--- src/rtl/counter_step_ctrl_if.sv ---
// Bus between the step controller and its up/down counter: enable, buttons,
// counter feedback in one direction and step strobes plus status in the other.
interface counter_step_ctrl_if;
    logic       en;
    logic       btn_inc;
    logic       btn_dec;
    logic [3:0] cnt_value;
    logic       inc_pulse;
    logic       dec_pulse;
    logic [1:0] state;
    logic       at_limit;

    modport master (
        output en, btn_inc, btn_dec, cnt_value,
        input  inc_pulse, dec_pulse, state, at_limit
    );

    modport slave (
        input  en, btn_inc, btn_dec, cnt_value,
        output inc_pulse, dec_pulse, state, at_limit
    );
endinterface

--- src/rtl/counter_step_ctrl.sv ---
// Button-to-step controller: one step on press, auto-repeat while held,
// saturating step strobes toward a 4-bit up/down counter.
//
// state  | meaning
// IDLE   | waiting for exactly one button
// STEP   | first step, one cycle
// DELAY  | held, counting down to auto-repeat
// REPEAT | auto-repeat, step whenever timer reaches 0
module counter_step_ctrl #(
    parameter int REPEAT_DELAY  = 8,
    parameter int REPEAT_PERIOD = 4
) (
    input  logic                 i_clk,
    input  logic                 i_rst,
    counter_step_ctrl_if.slave   bus
);
    typedef enum logic [1:0] {
        S_IDLE   = 2'd0,
        S_STEP   = 2'd1,
        S_DELAY  = 2'd2,
        S_REPEAT = 2'd3
    } state_t;

    localparam logic [7:0] DLY_LOAD = 8'(REPEAT_DELAY - 1);
    localparam logic [7:0] PER_LOAD = 8'(REPEAT_PERIOD - 1);

    state_t     r_state;
    logic       r_dir;
    logic [7:0] r_timer;

    logic w_sel_btn;
    logic w_step;
    logic w_at_max;
    logic w_at_min;

    // The opposite button is never looked at once a direction is latched.
    assign w_sel_btn = r_dir ? bus.btn_inc : bus.btn_dec;

    always_ff @(posedge i_clk) begin
        if (!i_rst) begin
            r_state <= S_IDLE;
            r_dir   <= 1'b0;
            r_timer <= 8'd0;
        end else if (!bus.en) begin
            r_state <= S_IDLE;
            r_timer <= 8'd0;
        end else begin
            case (r_state)
                S_IDLE: begin
                    if (bus.btn_inc ^ bus.btn_dec) begin
                        r_dir   <= bus.btn_inc;
                        r_state <= S_STEP;
                    end
                end
                S_STEP: begin
                    r_timer <= DLY_LOAD;
                    r_state <= S_DELAY;
                end
                S_DELAY: begin
                    if (!w_sel_btn) begin
                        r_state <= S_IDLE;
                        r_timer <= 8'd0;
                    end else if (r_timer == 8'd0) begin
                        r_state <= S_REPEAT;
                    end else begin
                        r_timer <= r_timer - 8'd1;
                    end
                end
                S_REPEAT: begin
                    if (!w_sel_btn) begin
                        r_state <= S_IDLE;
                        r_timer <= 8'd0;
                    end else if (r_timer == 8'd0) begin
                        r_timer <= PER_LOAD;
                    end else begin
                        r_timer <= r_timer - 8'd1;
                    end
                end
                default: begin
                    r_state <= S_IDLE;
                    r_timer <= 8'd0;
                end
            endcase
        end
    end

    assign w_step   = (r_state == S_STEP) || ((r_state == S_REPEAT) && (r_timer == 8'd0));
    assign w_at_max = (bus.cnt_value == 4'd15);
    assign w_at_min = (bus.cnt_value == 4'd0);

    // Strobes are gated by the live count so the counter saturates instead of wrapping.
    assign bus.inc_pulse = w_step &  r_dir & bus.en & ~w_at_max;
    assign bus.dec_pulse = w_step & ~r_dir & bus.en & ~w_at_min;
    assign bus.state     = r_state;
    assign bus.at_limit  = (r_state != S_IDLE) && (r_dir ? w_at_max : w_at_min);
endmodule

--- src/flat_wrapper.sv ---
// flat-port wrapper written by rule: the top's interface ports become plain ports
module counter_step_ctrl_flat 
#(
    parameter int REPEAT_DELAY  = 8,
    parameter int REPEAT_PERIOD = 4
)
  (i_clk, i_rst, bus_en, bus_btn_inc, bus_btn_dec, bus_cnt_value, bus_inc_pulse, bus_dec_pulse, bus_state, bus_at_limit);
  counter_step_ctrl_if bus_i ();
  input  logic i_clk;
  input  logic i_rst;
  input wire logic [$bits(bus_i.en)-1:0] bus_en;
  input wire logic [$bits(bus_i.btn_inc)-1:0] bus_btn_inc;
  input wire logic [$bits(bus_i.btn_dec)-1:0] bus_btn_dec;
  input wire logic [$bits(bus_i.cnt_value)-1:0] bus_cnt_value;
  output wire logic [$bits(bus_i.inc_pulse)-1:0] bus_inc_pulse;
  output wire logic [$bits(bus_i.dec_pulse)-1:0] bus_dec_pulse;
  output wire logic [$bits(bus_i.state)-1:0] bus_state;
  output wire logic [$bits(bus_i.at_limit)-1:0] bus_at_limit;
  assign bus_i.en = bus_en;
  assign bus_i.btn_inc = bus_btn_inc;
  assign bus_i.btn_dec = bus_btn_dec;
  assign bus_i.cnt_value = bus_cnt_value;
  assign bus_inc_pulse = bus_i.inc_pulse;
  assign bus_dec_pulse = bus_i.dec_pulse;
  assign bus_state = bus_i.state;
  assign bus_at_limit = bus_i.at_limit;
  counter_step_ctrl #(.REPEAT_DELAY(REPEAT_DELAY), .REPEAT_PERIOD(REPEAT_PERIOD)) u_core (.i_clk(i_clk), .i_rst(i_rst), .bus(bus_i));
endmodule
--- config.mk ---
export PLATFORM = sky130hd
export DESIGN_NAME = counter_step_ctrl_flat
export DESIGN_NICKNAME = d
export VERILOG_FILES = /design/src/rtl/counter_step_ctrl_if.sv /design/src/rtl/counter_step_ctrl.sv /design/src/flat_wrapper.sv
export SDC_FILE = /design/constraint.sdc
export NUM_CORES = 1
export LEC_CHECK = 0
export BUFFER_PORTS_ARGS = -buffer_cell sky130_fd_sc_hd__buf_2
export CAP_MARGIN = 20
export CORE_AREA = 2 2 39 41
export DETAILED_ROUTE_END_ITERATION = 10
export DIE_AREA = 0 0 41 43
export HOLD_SLACK_MARGIN = 0.02
export PLACE_DENSITY = 0.8
export SYNTH_ARGS = -nofsm -noshare
export SYNTH_HDL_FRONTEND = slang
export SYNTH_SLANG_ARGS = --single-unit
--- constraint.sdc ---
create_clock -name i_clk -period 3.3 [get_ports i_clk]
set_clock_uncertainty 0.2 [all_clocks]
set_input_delay 0.33 -clock i_clk [delete_from_list [all_inputs] [get_ports i_clk]]
set_output_delay 0.33 -clock i_clk [all_outputs]
set_load 0.005 [all_outputs]
* After elaboration in Yosys (flattened, before gate mapping)
Index checks and enable logic that the tools add are counted.
** Storage, ports and cells
- Register bits after elaboration :: 11
- Bits in latches :: 0
- RAM bits :: 0
- Memory bits (read-only) :: 0
- Memories :: 0
** Operators by class
- Add/subtract/negate cells :: 1
- Multipliers :: 0
- Div/mod/pow operators :: 0
- $lt $le $gt $ge :: 0
- Eq/ne operators :: 8
- Shift operators :: 0
- Mux-type cells :: 12
- Bitwise gates (word level) :: 10
- Reduce and logical (&&, ||, !) cells :: 12
** Operators with widths (number)
- 2-to-1 mux 8 bit :: 4
- one-hot mux 8 bit (3 select lines) :: 1
- logical NOT 8 bit :: 1
- 2-to-1 mux 2 bit :: 4
- one-hot mux 2 bit (4 select lines) :: 1
- subtractor 8 x 1 -> 8 bit (second input constant) :: 1
- bitwise AND 1 bit :: 6
- inequality test 3 bit (second input constant) :: 2
- AND reduction 3 bit :: 2
- equality test 2 bit (second input constant) :: 2
- equality test 4 bit (second input constant) :: 1
- logical NOT 4 bit :: 1
- AND reduction 2 bit :: 2
- NOT 1 bit :: 3
- nonzero test 3 bit :: 1
- equality test 2 x 1 -> 1 bit (second input constant) :: 1
- logical AND 1 bit :: 2
- logical NOT 2 bit :: 1
- 2-to-1 mux 1 bit :: 2
- inequality test 2 x 1 -> 1 bit (second input constant) :: 1
- inequality test 2 bit (second input constant) :: 1
- nonzero test 2 bit :: 1
- logical OR 1 bit :: 1
- XOR 1 bit :: 1

* Depth between registers and ports, before layout
Gate-level depths: netlist of the first run.
- Word-level depth :: 6
- Mapped depth :: 6
- Depth with buffers taken out :: 6

* Worst setup path after synthesis of the first run
Ideal clock, no wire load.
- Path kind :: flip-flop to output port
- Start :: register u_core.r_timer[0]
- End :: output bus_dec_pulse
- Arrival :: 1.578 ns
- Required time :: 2.770 ns
- Path slack :: 1.192 ns
- Stages on the path, launching flop included :: 7
- Path buffers :: 0
- Cells stage by stage :: dfxtp_1 -> inv_1 -> ha_1 -> or3b_2 -> o21ai_1 -> nand3_1 -> nor3_1
** Between the ends
- Word-level cells in the longest chain between the ends :: 6
** Ends and longest elaborated chain
- start, declared :: line counter_step_ctrl.sv:29 : logic [7:0] r_timer;
- start signal, assigned :: line counter_step_ctrl.sv:66 : r_timer <= r_timer - 8'd1;
- start signal, assigned :: line counter_step_ctrl.sv:76 : r_timer <= r_timer - 8'd1;
- logical NOT 8 bit :: line counter_step_ctrl.sv:87 : assign w_step = (r_state == S_STEP) || ((r_state == S_REPEAT) && (r_timer == 8'd0));
- logical AND 1 bit :: line counter_step_ctrl.sv:87
- logical OR 1 bit :: line counter_step_ctrl.sv:87
- bitwise AND 1 bit (3 in series) :: line counter_step_ctrl.sv:93 : assign bus.dec_pulse = w_step & ~r_dir & bus.en & ~w_at_min;
- end, declared :: line flat_wrapper.sv:16 : output wire logic [$bits(bus_i.dec_pulse)-1:0] bus_dec_pulse;
Every way passes these cells.

* Worst setup path after layout of the first run
- Start :: register u_core.r_timer[1]
- End :: output bus_dec_pulse
Same word-level chain as after synthesis.

==> results of run 1 <==
flip-flops by register name, indices dropped and copies added (netlist names):
register and count:
u_core.bus.state 2, u_core.r_dir 1, u_core.r_timer 8
where the power goes:
group	leakage (nW)	switching, W	internal, W
clock	0.0150	0.0000461	0.0000467
sequential	0.0892	0.00000745	0.000137
combinational	0.195	0.0000360	0.0000273
cell families after synthesis:
group	after synthesis	share of synthesized area
AOI/OAI and AO/OA	27	0.277
DFF	11	0.317
buffers and inverters	8	0.0486
muxes	1	0.0198
adders and majority gates	1	0.0180
and+or+nand+nor	34	0.308
xor gates and xnor gates	1	0.0126
worst max-delay path, cell delays in order (launching register included):
cell and delay (ns):
dfxtp_1 0.33, inv_1 0.08, ha_1 0.18, or3b_2 0.53, o21ai_1 0.27, nand3_1 0.14, nor3_1 0.18, buf_2 0.13
per-stage QoR:
step	utilization	cells
2_1_floorplan	-	83
3_3_place_gp	0.553	109
3_5_place_dp	0.553	109
4_1_cts	0.572	113
5_1_grt	0.572	113
6_report	0.572	113
layout by cell type (no fill, tap or decap), types with 2 or more instances in the layout:
master,synthesis,routed
nor2b_1,2,2
inv_1,5,5
o41ai_1,2,2
buf_2,3,13
or3b_2,2,2
or4_1,3,3
clkbuf_4,0,3
nor4_1,2,2
nand3_1,2,2
a21o_1,2,2
o21ai_0,5,5
dfxtp_1,11,11
nand2_1,4,4
a21oi_1,8,8
nand2b_1,2,2
nor2_1,7,7
cell usage after synthesis, drive strengths merged (2+ instances only):
cell,count
nor4,3
o31ai,2
nor2,7
o21ai,6
inv,5
dfxtp,11
a21o,2
o41ai,2
a21oi,8
or3b,2
nand2b,2
nand2,4
a211oi,2
buf,3
or4,3
nand3,2
nor2b,2
cell type report:
class,count,share of cell area
Sequential cell,11,0.278
Multi-Input combinational cell,64,0.558
Inverter,5,0.0237
Clock buffer,4,0.0332
Tap cell,16,0.0253
Timing Repair Buffer,13,0.0821
how the worst min path moves through the flow:
stage	start	endpoint	slack (ns)
2_1_floorplan	u_core.r_timer[5]$_SDFFE_PN0P_	u_core.r_timer[5]$_SDFFE_PN0P_	0.25
3_3_place_gp	u_core.r_timer[5]$_SDFFE_PN0P_	u_core.r_timer[5]$_SDFFE_PN0P_	0.28
3_5_place_dp	u_core.r_timer[5]$_SDFFE_PN0P_	u_core.r_timer[5]$_SDFFE_PN0P_	0.28
4_1_cts	i_rst	u_core.r_dir$_SDFFE_PN0P_	0.13
5_1_grt	i_rst	u_core.r_dir$_SDFFE_PN0P_	0.13
6_report	i_rst	u_core.r_dir$_SDFFE_PN0P_	0.13
metal layers:
metal	vias up	part of all wire	routed length, um
met2	32	0.48	735
met4	0	0.023	36
met3	6	0.049	75
met1	309	0.45	693
li1	345	-	-
met5	-	0	0
==> results.md, run 1 <==
- Top cell type's share of synthesized area: 0.317
- Fin nets: 108
- Seq/Total Area, Yosys: 0.317
- Clock Path Buffers: 2
- Prevailing post-synth register cell: dfxtp_1
- Async SR Flop Fraction: 0
- Fin Hold WS: 0.133 ns
- Fmax: 378 MHz
- Vias: 692
- Total Routing Usage GR: 0.207
- CP Data Required Time: 2.77 ns
- M2 GR Usage: 0.319
- RSZ-0062 raised after global routing: false
- Setup TNS Final: 0 ns
- Worst Setup SP: u_core.r_timer[1]$_SDFFE_PN0P_
- # rows: 14
- Met3 usage: 0.0314
- CP endpoint: bus_dec_pulse
- I/O pin count: 14
- Hold Path Stages: 2
- CTS tree: built
- Worst Max-Slew Pin Slew: 0.523 ns
- Largest net degree at the start of global routing: 11
- Chip height: 43 um
- MaxCap Viol Count: 0
- Synth warn: 0
- CTS sink count: 11
- First-pass GRT wire length: 2550 um
- Pre-CTS setup slack: 0.979 ns
- Maximum vdd drop: 0.155 mV
- Busiest grt layer: met2
- Worst hold path class: in -> reg
- Final hold violations: 0
- Pwr dens: 380 mW/mm2
- Met1 Use GR: 0.277
- Post-Syn Instances: 83
- Cell Area, Placed: 766 um2
- Worst-skew pair later-pin latency: 0.26 ns
- Worst reg2reg path depth: 4
- Total gr overflow: 0
- Worst reg-to-reg setup slack: 1.11 ns
- Area of the multi-input gates: 442 um2
- Post-CTS Hold Fix Bufs: 0
- Area grow syn2layout: 13.8%
- # setup viols final: 0
- Vias in the first global route: 623
- Worst setup SP type: flip-flop
- Post-cts repair resize count: 0
- Design Area, Final: 792 um2
- Die area: 0.00176 mm2
- Vias/cell: 6.12
- WL/cell: 13.6 um
- Num CTS Buffers: 3
- Syn avg cell area: 8.38 um2
- Max Slew Vio Count: 0
- Post-synth top area cell: dfxtp_1
- CORE AREA: 0.00138 mm2
- R2r endpoint: u_core.r_timer[5]$_SDFFE_PN0P_
- H-tree level count: 1
- RePlAce Congestion: 0.820
- Setup Buffers After CTS: 0
- PortBufs: 13
- Leak: 0.299 nW
- Initial antenna violation count: 0
- Critical Path Fanout Max: 5
- Slew headroom: 0.644
- Netlist Area Pre-Place: 696 um2
- Die X: 41 um
- Starting density of the core: 0.503
- # DRC: 0
- Post-synth EDFFs: 0
- Total routed wirelength: 1540 um
- Minimum clock period: 2.64 ns
- Synthesis-stage register bit count: 11
- FF+latch area: 220 um2
- Status: finished, final reports clean
- Final Cycle Share: 0.801
- CP Capture Type: output pin
- Filler cells: 132
- Iter 0 DRT Violations: 25
- Post-synth cell types: 38
- HPWL Detailed: 1120 um
- Clock Pin Slew Worst Setup and Hold Paths: 0.07 ns
- Layout cells sized above 1: 0.247
- Largest cells by area after synthesis: dfxtp_1 (32%), a21oi_1 (5.8%), nor2_1 (3.8%)
- Critical path arrival: 2.11 ns
- Antenna diodes: 0
- CTS root buffer: clkbuf_4
- DRT antenna net count: 0
- Mapped Nets: 93
- FF-to-FF Start: u_core.bus.state[1]$_SDFFE_PN0P_
- DRT Pass-1 Iters: 4
- CP Class: reg -> out
- PnR worst setup slack: 0.657 ns
- Overall Power: 0.000301 W
Power figures use the tool's default switching activity.
==> run 2, diff against run 1 <==
--- a/config.mk
+++ b/config.mk
@@ -7,11 +7,10 @@
 export LEC_CHECK = 0
 export BUFFER_PORTS_ARGS = -buffer_cell sky130_fd_sc_hd__buf_2
 export CAP_MARGIN = 20
-export CORE_AREA = 2 2 39 41
+export CORE_UTILIZATION = 51
 export DETAILED_ROUTE_END_ITERATION = 10
-export DIE_AREA = 0 0 41 43
 export HOLD_SLACK_MARGIN = 0.02
-export PLACE_DENSITY = 0.8
+export PLACE_DENSITY = 0.79
 export SYNTH_ARGS = -nofsm -noshare
 export SYNTH_HDL_FRONTEND = slang
 export SYNTH_SLANG_ARGS = --single-unit
==> constraint.sdc (replaced) <==
create_clock -name i_clk -period 2.5 [get_ports i_clk]
set_clock_uncertainty 0.2 [all_clocks]
set_input_delay 0.25 -clock i_clk [delete_from_list [all_inputs] [get_ports i_clk]]
set_output_delay 0.25 -clock i_clk [all_outputs]
set_load 0.005 [all_outputs]
==> results.md, run 2 (synthesized netlist as in run 1, its figures left out) <==
- # setup viols final: 0 (unchanged)
- Final Cycle Share: 0.934
- Largest net degree at the start of global routing: 11 (unchanged)
- Worst setup SP type: flip-flop
- Total Routing Usage GR: 0.270 (+0.0635)
- FF-to-FF Start: u_core.r_timer[3]$_SDFFE_PN0P_
- CTS sink count: 11 (unchanged)
- Worst reg2reg path depth: 5 (+1)
- I/O pin count: 14 (unchanged)
- Minimum clock period: 2.34 ns
- Worst Hold Endpoint: u_core.r_dir$_SDFFE_PN0P_
- Die X: 38.9 um (-5.0%)
- CTS tree: built
- # rows: 12 (-2)
- Combinational share of power: 0.229 (+0.019)
- Fin nets: 111 (+2.8%)
- Int Power: 0.000285 W (+35%)
- Iter 0 DRT Violations: 30 (+20%)
- # DRC: 0 (unchanged)
- CP Capture Type: output pin
- Fin util: 0.690 (+0.118)
- Starting density of the core: 0.586 (+0.0838)
- Leak: 0.314 nW (+4.9%)
- Commonest non-fill, non-tap cell in the layout: buf_2
- Worst reg-to-reg setup slack: 0.34 ns (-0.77 ns)
- Switch share: 0.299 (+0.00145)
- R2r endpoint: u_core.r_timer[2]$_SDFFE_PN0P_
- Initial antenna violation count: 0 (unchanged)
- Worst-skew pair later-pin latency: 0.28 ns (+0.02 ns)
- Setup TNS Final: 0 ns (unchanged)
- HPWL Detailed: 1200 um (+7.0%)
- Critical Path Fanout Max: 8 (+3)
- Setup Buffers After CTS: 0 (unchanged)
- Critical path arrival: 1.89 ns (-0.22 ns)
- Worst Max-Slew Pin Slew: 0.513 ns (-0.0100 ns)
- Pwr dens: 496 mW/mm2 (+31%)
- DRT antenna net count: 0 (unchanged)
- Vias in the first global route: 571 (-8.3%)
- Power share of the clock group: 0.305 (-0.004)
- Die area: 0.00152 mm2 (-14%)
- Max Slew Vio Count: 0 (unchanged)
- Chip height: 38.9 um (-9.5%)
- Status: finished, final reports clean
- Vias/cell: 6.18 (+0.84%)
- CP Class: reg -> out
- Total routed wirelength: 1620 um (+4.9%)
- Fmax: 428 MHz
- Clock Path Buffers: 2 (unchanged)
- Sequential share of power: 0.466 (-0.015)
- First-pass GRT wire length: 2590 um (+1.9%)
- Layout cells sized above 1: 0.280 (+0.0326)
- Total gr overflow: 0 (unchanged)
- Antenna diodes: 0 (unchanged)
- RSZ-0062 raised after global routing: false
- Vias: 704 (+1.7%)
- H-tree level count: 1 (unchanged)
- Final hold violations: 0 (unchanged)
- CP Data Required Time: 2.05 ns (-0.72 ns)
- Post-CTS Hold Fix Bufs: 0 (unchanged)
- Filler cells: 93 (-30%)
- MaxCap Viol Count: 0 (unchanged)
- Hold Path Stages: 2 (unchanged)
- Most frequent cells in the layout: buf_2 (13), dfxtp_1 (11), a21oi_1 (8), nor2_1 (7)
- Most flop-heavy register: u_core.r_timer
- CTS root buffer: clkbuf_4
- Net Sw Power: 0.000122 W (+36%)
- PortBufs: 13 (unchanged)
- Clock Pin Slew Worst Setup and Hold Paths: 0.07 ns (about the same)
- DRT Pass-1 Iters: 5 (+1)
- Maximum vdd drop: 0.273 mV (+77%)
- Largest register FFs: 8 (unchanged)
- Area grow syn2layout: 17.6%
- Worst hold path class: in -> reg
- RePlAce Congestion: 0.886 (+7.9%)
- WL/cell: 14.2 um (+4.0%)
- Num CTS Buffers: 3 (unchanged)
- CORE AREA: 0.00119 mm2 (-14%)
- Min-delay src: i_rst
- Slew headroom: 0.651 (+0.00682)
==> run 2: timing repair <==
action                     CTS  global route
setup endpoints to repair    1             2
gates cloned                 0             0
gates resized for setup      1             1
==> run 2: cell type report <==
class | count | area [um2] | area share
clock buffers | 4 | 26.3 | 0.0321
well taps | 14 | 17.5 | 0.0214
multi-input cells | 64 | 448 | 0.547
inverters | 5 | 18.8 | 0.0229
flip-flops and latches | 11 | 220 | 0.269
repair buffers | 16 | 87.6 | 0.107
==> run 2: worst max-delay path by stage <==
stage	start	cells past startpoint	endpoint	slack, ns
after detailed placement	u_core.r_timer[0]$_SDFFE_PN0P_	7	bus_dec_pulse	0.29
after global placement	u_core.r_timer[0]$_SDFFE_PN0P_	7	bus_dec_pulse	0.35
after CTS	u_core.r_timer[0]$_SDFFE_PN0P_	7	bus_dec_pulse	0.04
final	u_core.r_timer[3]$_SDFFE_PN0P_	5	bus_dec_pulse	0.16
after global routing	u_core.r_timer[3]$_SDFFE_PN0P_	5	bus_dec_pulse	0.05
after floorplan	u_core.r_timer[0]$_SDFFE_PN0P_	6	bus_dec_pulse	0.47
==> run 2: power groups by stage <==
stage	Combinational [W]	Sequential (W)	Clock, W
2_1_floorplan	0.0000646	0.000190	0
3_3_place_gp	0.0000876	0.000192	0
3_5_place_dp	0.0000894	0.000193	0
4_1_cts	0.0000905	0.000189	0.000128
5_1_grt	0.000102	0.000190	0.000135
6_report	0.0000932	0.000189	0.000124
==> run 2: stage by stage <==
step	cells	total power, W	setup slack (ns)	hold WS [ns]	cell area, um2
2_1_floorplan	83	0.000255	0.472	0.204	696
3_3_place_gp	110	0.000280	0.348	0.280	786
3_5_place_dp	110	0.000282	0.288	0.287	786
4_1_cts	114	0.000408	0.0406	0.0291	816
5_1_grt	114	0.000427	0.0487	0.0279	818
6_report	114	0.000406	0.164	0.0360	818
==> run 2: metal layers <==
layer / global-route usage / vias up / wire, um
li1: - / 351 / -
met1: 0.356 / 327 / 800
met2: 0.367 / 21 / 704
met3: 0.0867 / 5 / 64
met4: 0.181 / 0 / 46
met5: 0 / - / 0
==> run 2: critical path: stages (launching register included) <==
cell	delay [ns]
dfxtp_1	0.37
or4_1	0.60
o21ai_2	0.22
nand3_1	0.12
nor3_1	0.16
buf_2	0.13
==> run 3, diff against run 2 <==
--- a/config.mk
+++ b/config.mk
@@ -7,6 +7,7 @@
 export LEC_CHECK = 0
 export BUFFER_PORTS_ARGS = -buffer_cell sky130_fd_sc_hd__buf_2
 export CAP_MARGIN = 20
+export CORE_MARGIN = 4
 export CORE_UTILIZATION = 51
 export DETAILED_ROUTE_END_ITERATION = 10
 export HOLD_SLACK_MARGIN = 0.02
==> results.md, run 3 (synthesized netlist as in run 1, its figures left out) <==
- Vias: 679 (-3.6%)
- M2 GR Usage: 0.254 (-0.112)
- Area grow syn2layout: 17.8%
- Final hold violations: 0 (unchanged)
- H-tree level count: 1 (unchanged)
- Hold Path Stages: 2 (unchanged)
- Fmax: 432 MHz (+0.90%)
- CP Class: reg -> out
- Most flop-heavy register: u_core.r_timer
- Leak: 0.310 nW (-1.2%)
- Fin util: 0.638 (-0.0521)
- HPWL Detailed: 1170 um (-2.4%)
- Busiest grt layer: met2
- Chip height: 44.9 um (+15%)
- Post-CTS Hold Fix Bufs: 0 (unchanged)
- Sequence of cells on the critical path: inv_1 > ha_1 > or3b_4 > o21ai_4 > nand3_1 > nor3_1 > buf_2
- # DRC: 0 (unchanged)
- Worst reg2reg path depth: 4 (-1)
- Die X: 44.9 um (+15%)
- Initial antenna violation count: 0 (unchanged)
- Minimum clock period: 2.32 ns (-0.0207 ns)
- Overall Power: 0.000402 W (-1.0%)
- CP Data Required Time: 2.05 ns (about the same)
- Setup Buffers After CTS: 0 (unchanged)
- Worst reg-to-reg setup slack: 0.23 ns (-0.11 ns)
- Slowest-stage cell, CP: or3b_4
- Critical path arrival: 1.87 ns (-0.02 ns)
- FF-to-FF Start: u_core.bus.state[1]$_SDFFE_PN0P_
- Num CTS Buffers: 3 (unchanged)
- Met3 usage: 0.0359 (-0.0508)
- Final Cycle Share: 0.926 (-0.00830)
- Design Area, Final: 820 um2 (+0.15%)
- DRT Pass-1 Iters: 4 (-1)
- Area of the multi-input gates: 455 um2 (+1.7%)
- Maximum vdd drop: 0.342 mV (+25%)
- Setup TNS Final: 0 ns (unchanged)
- Worst hold path class: in -> reg
- DRT antenna net count: 0 (unchanged)
- Vias in the first global route: 638 (+12%)
- Clock Path Buffers: 2 (unchanged)
- FF+latch area: 220 um2 (unchanged)
- CTS root buffer: clkbuf_4
- WP buf/inv: 2 (+1)
- Worst Hold Endpoint: u_core.r_dir$_SDFFE_PN0P_
- Total routed wirelength: 1550 um (-3.8%)
- Slew headroom: 0.637 (-0.0142)
- Die area: 0.00202 mm2 (+33%)
- MaxCap Viol Count: 0 (unchanged)
- Fin nets: 110 (-0.90%)
- R2r endpoint: u_core.r_timer[5]$_SDFFE_PN0P_
- CORE AREA: 0.00128 mm2 (+8.3%)
- PortBufs: 13 (unchanged)
- CTS sink count: 11 (unchanged)
- PnR worst setup slack: 0.185 ns (+0.0207 ns)
- RSZ-0062 raised after global routing: false
- Clock Pin Slew Worst Setup and Hold Paths: 0.08 ns (about the same)
- Max Slew Vio Count: 0 (unchanged)
- Largest register FFs: 8 (unchanged)
- Worst Max-Slew Pin Slew: 0.534 ns (+0.0209 ns)
- Largest net degree at the start of global routing: 11 (unchanged)
- Starting density of the core: 0.541 (-0.0451)
- Commonest non-fill, non-tap cell in the layout: buf_2
- Top delay family on crit path: simple AND/OR/NAND/NOR gates
- Met1 Use GR: 0.221 (-0.135)
- Most frequent cells in the layout: buf_2 (13), dfxtp_1 (11), a21oi_1 (8), nor2_1 (7)
- RePlAce Congestion: 0.834 (-5.8%)
- Total gr overflow: 0 (unchanged)
- Total Routing Usage GR: 0.167 (-0.103)
- WL/cell: 13.6 um (-3.8%)
- Filler cells: 111 (+19%)
- Vias/cell: 5.96 (-3.6%)
- Layout cells sized above 1: 0.273 (-0.00727)
- Antenna diodes: 0 (unchanged)
- CTS tree: built
- Iter 0 DRT Violations: 7 (-77%)
- # setup viols final: 0 (unchanged)
- Pre-CTS setup slack: 0.265 ns (-0.0232 ns)
- I/O pin count: 14 (unchanged)
- CP max stage delay: 0.44 ns (-0.16 ns)
- CP Capture Type: output pin
- Worst setup SP type: flip-flop
- Critical Path Fanout Max: 5 (-3)
- Min-delay src: i_rst
- Cell Area, Placed: 779 um2 (-0.80%)
- Status: finished, final reports clean
- Worst-skew pair later-pin latency: 0.27 ns (about the same)
- Pwr dens: 491 mW/mm2 (-1.2%)
- # rows: 13 (+1)
- First-pass GRT wire length: 2540 um (-2.1%)
-- run 3: per-stage QoR --
| stage | std cells | hold slack [ns] |
|---|---|---|
| floorplan | 83 | 0.204 |
| global placement | 110 | 0.272 |
| detailed placement | 110 | 0.275 |
| CTS | 114 | 0.0416 |
| global route | 114 | 0.0503 |
| finish | 114 | 0.0467 |
-- run 3: final cells by class --
type	count	share of cell area
Tap cell	15	0.0229
Clock buffer	4	0.0321
Multi-Input combinational cell	64	0.556
Timing Repair Buffer	15	0.0977
Sequential cell	11	0.269
Inverter	5	0.0229
-- run 3: worst max-delay path by stage --
stage | start | end | slack, ns | cells after the start
after global placement | u_core.r_timer[0]$_SDFFE_PN0P_ | bus_dec_pulse | 0.31 | 7
after detailed placement | u_core.r_timer[0]$_SDFFE_PN0P_ | bus_dec_pulse | 0.26 | 7
after global routing | u_core.r_timer[0]$_SDFFE_PN0P_ | bus_dec_pulse | 0.01 | 7
final | u_core.r_timer[0]$_SDFFE_PN0P_ | bus_dec_pulse | 0.18 | 7
after floorplan | u_core.r_timer[0]$_SDFFE_PN0P_ | bus_dec_pulse | 0.47 | 6
after CTS | u_core.r_timer[0]$_SDFFE_PN0P_ | bus_dec_pulse | 0.03 | 7
-- run 3: where the power goes --
group | switching, W | total (W) | internal, W
Sequential | 0.00000762 | 0.000189 | 0.000181
Clock | 0.0000594 | 0.000121 | 0.0000616
Combinational | 0.0000521 | 0.0000923 | 0.0000402
-- run 3: metal layers --
layer  routed length (um)  up-vias
met2                  725       12
met5                    0        -
li1                     -      344
met3                   49        4
met1                  754      319
met4                   25        0
-- run 3: what timing repair did --
action | CTS | global route
cloned | 0 | 0
hold endpoints to repair | 0 | 0
gates resized for setup | 1 | 2
setup endpoints to repair | 1 | 2
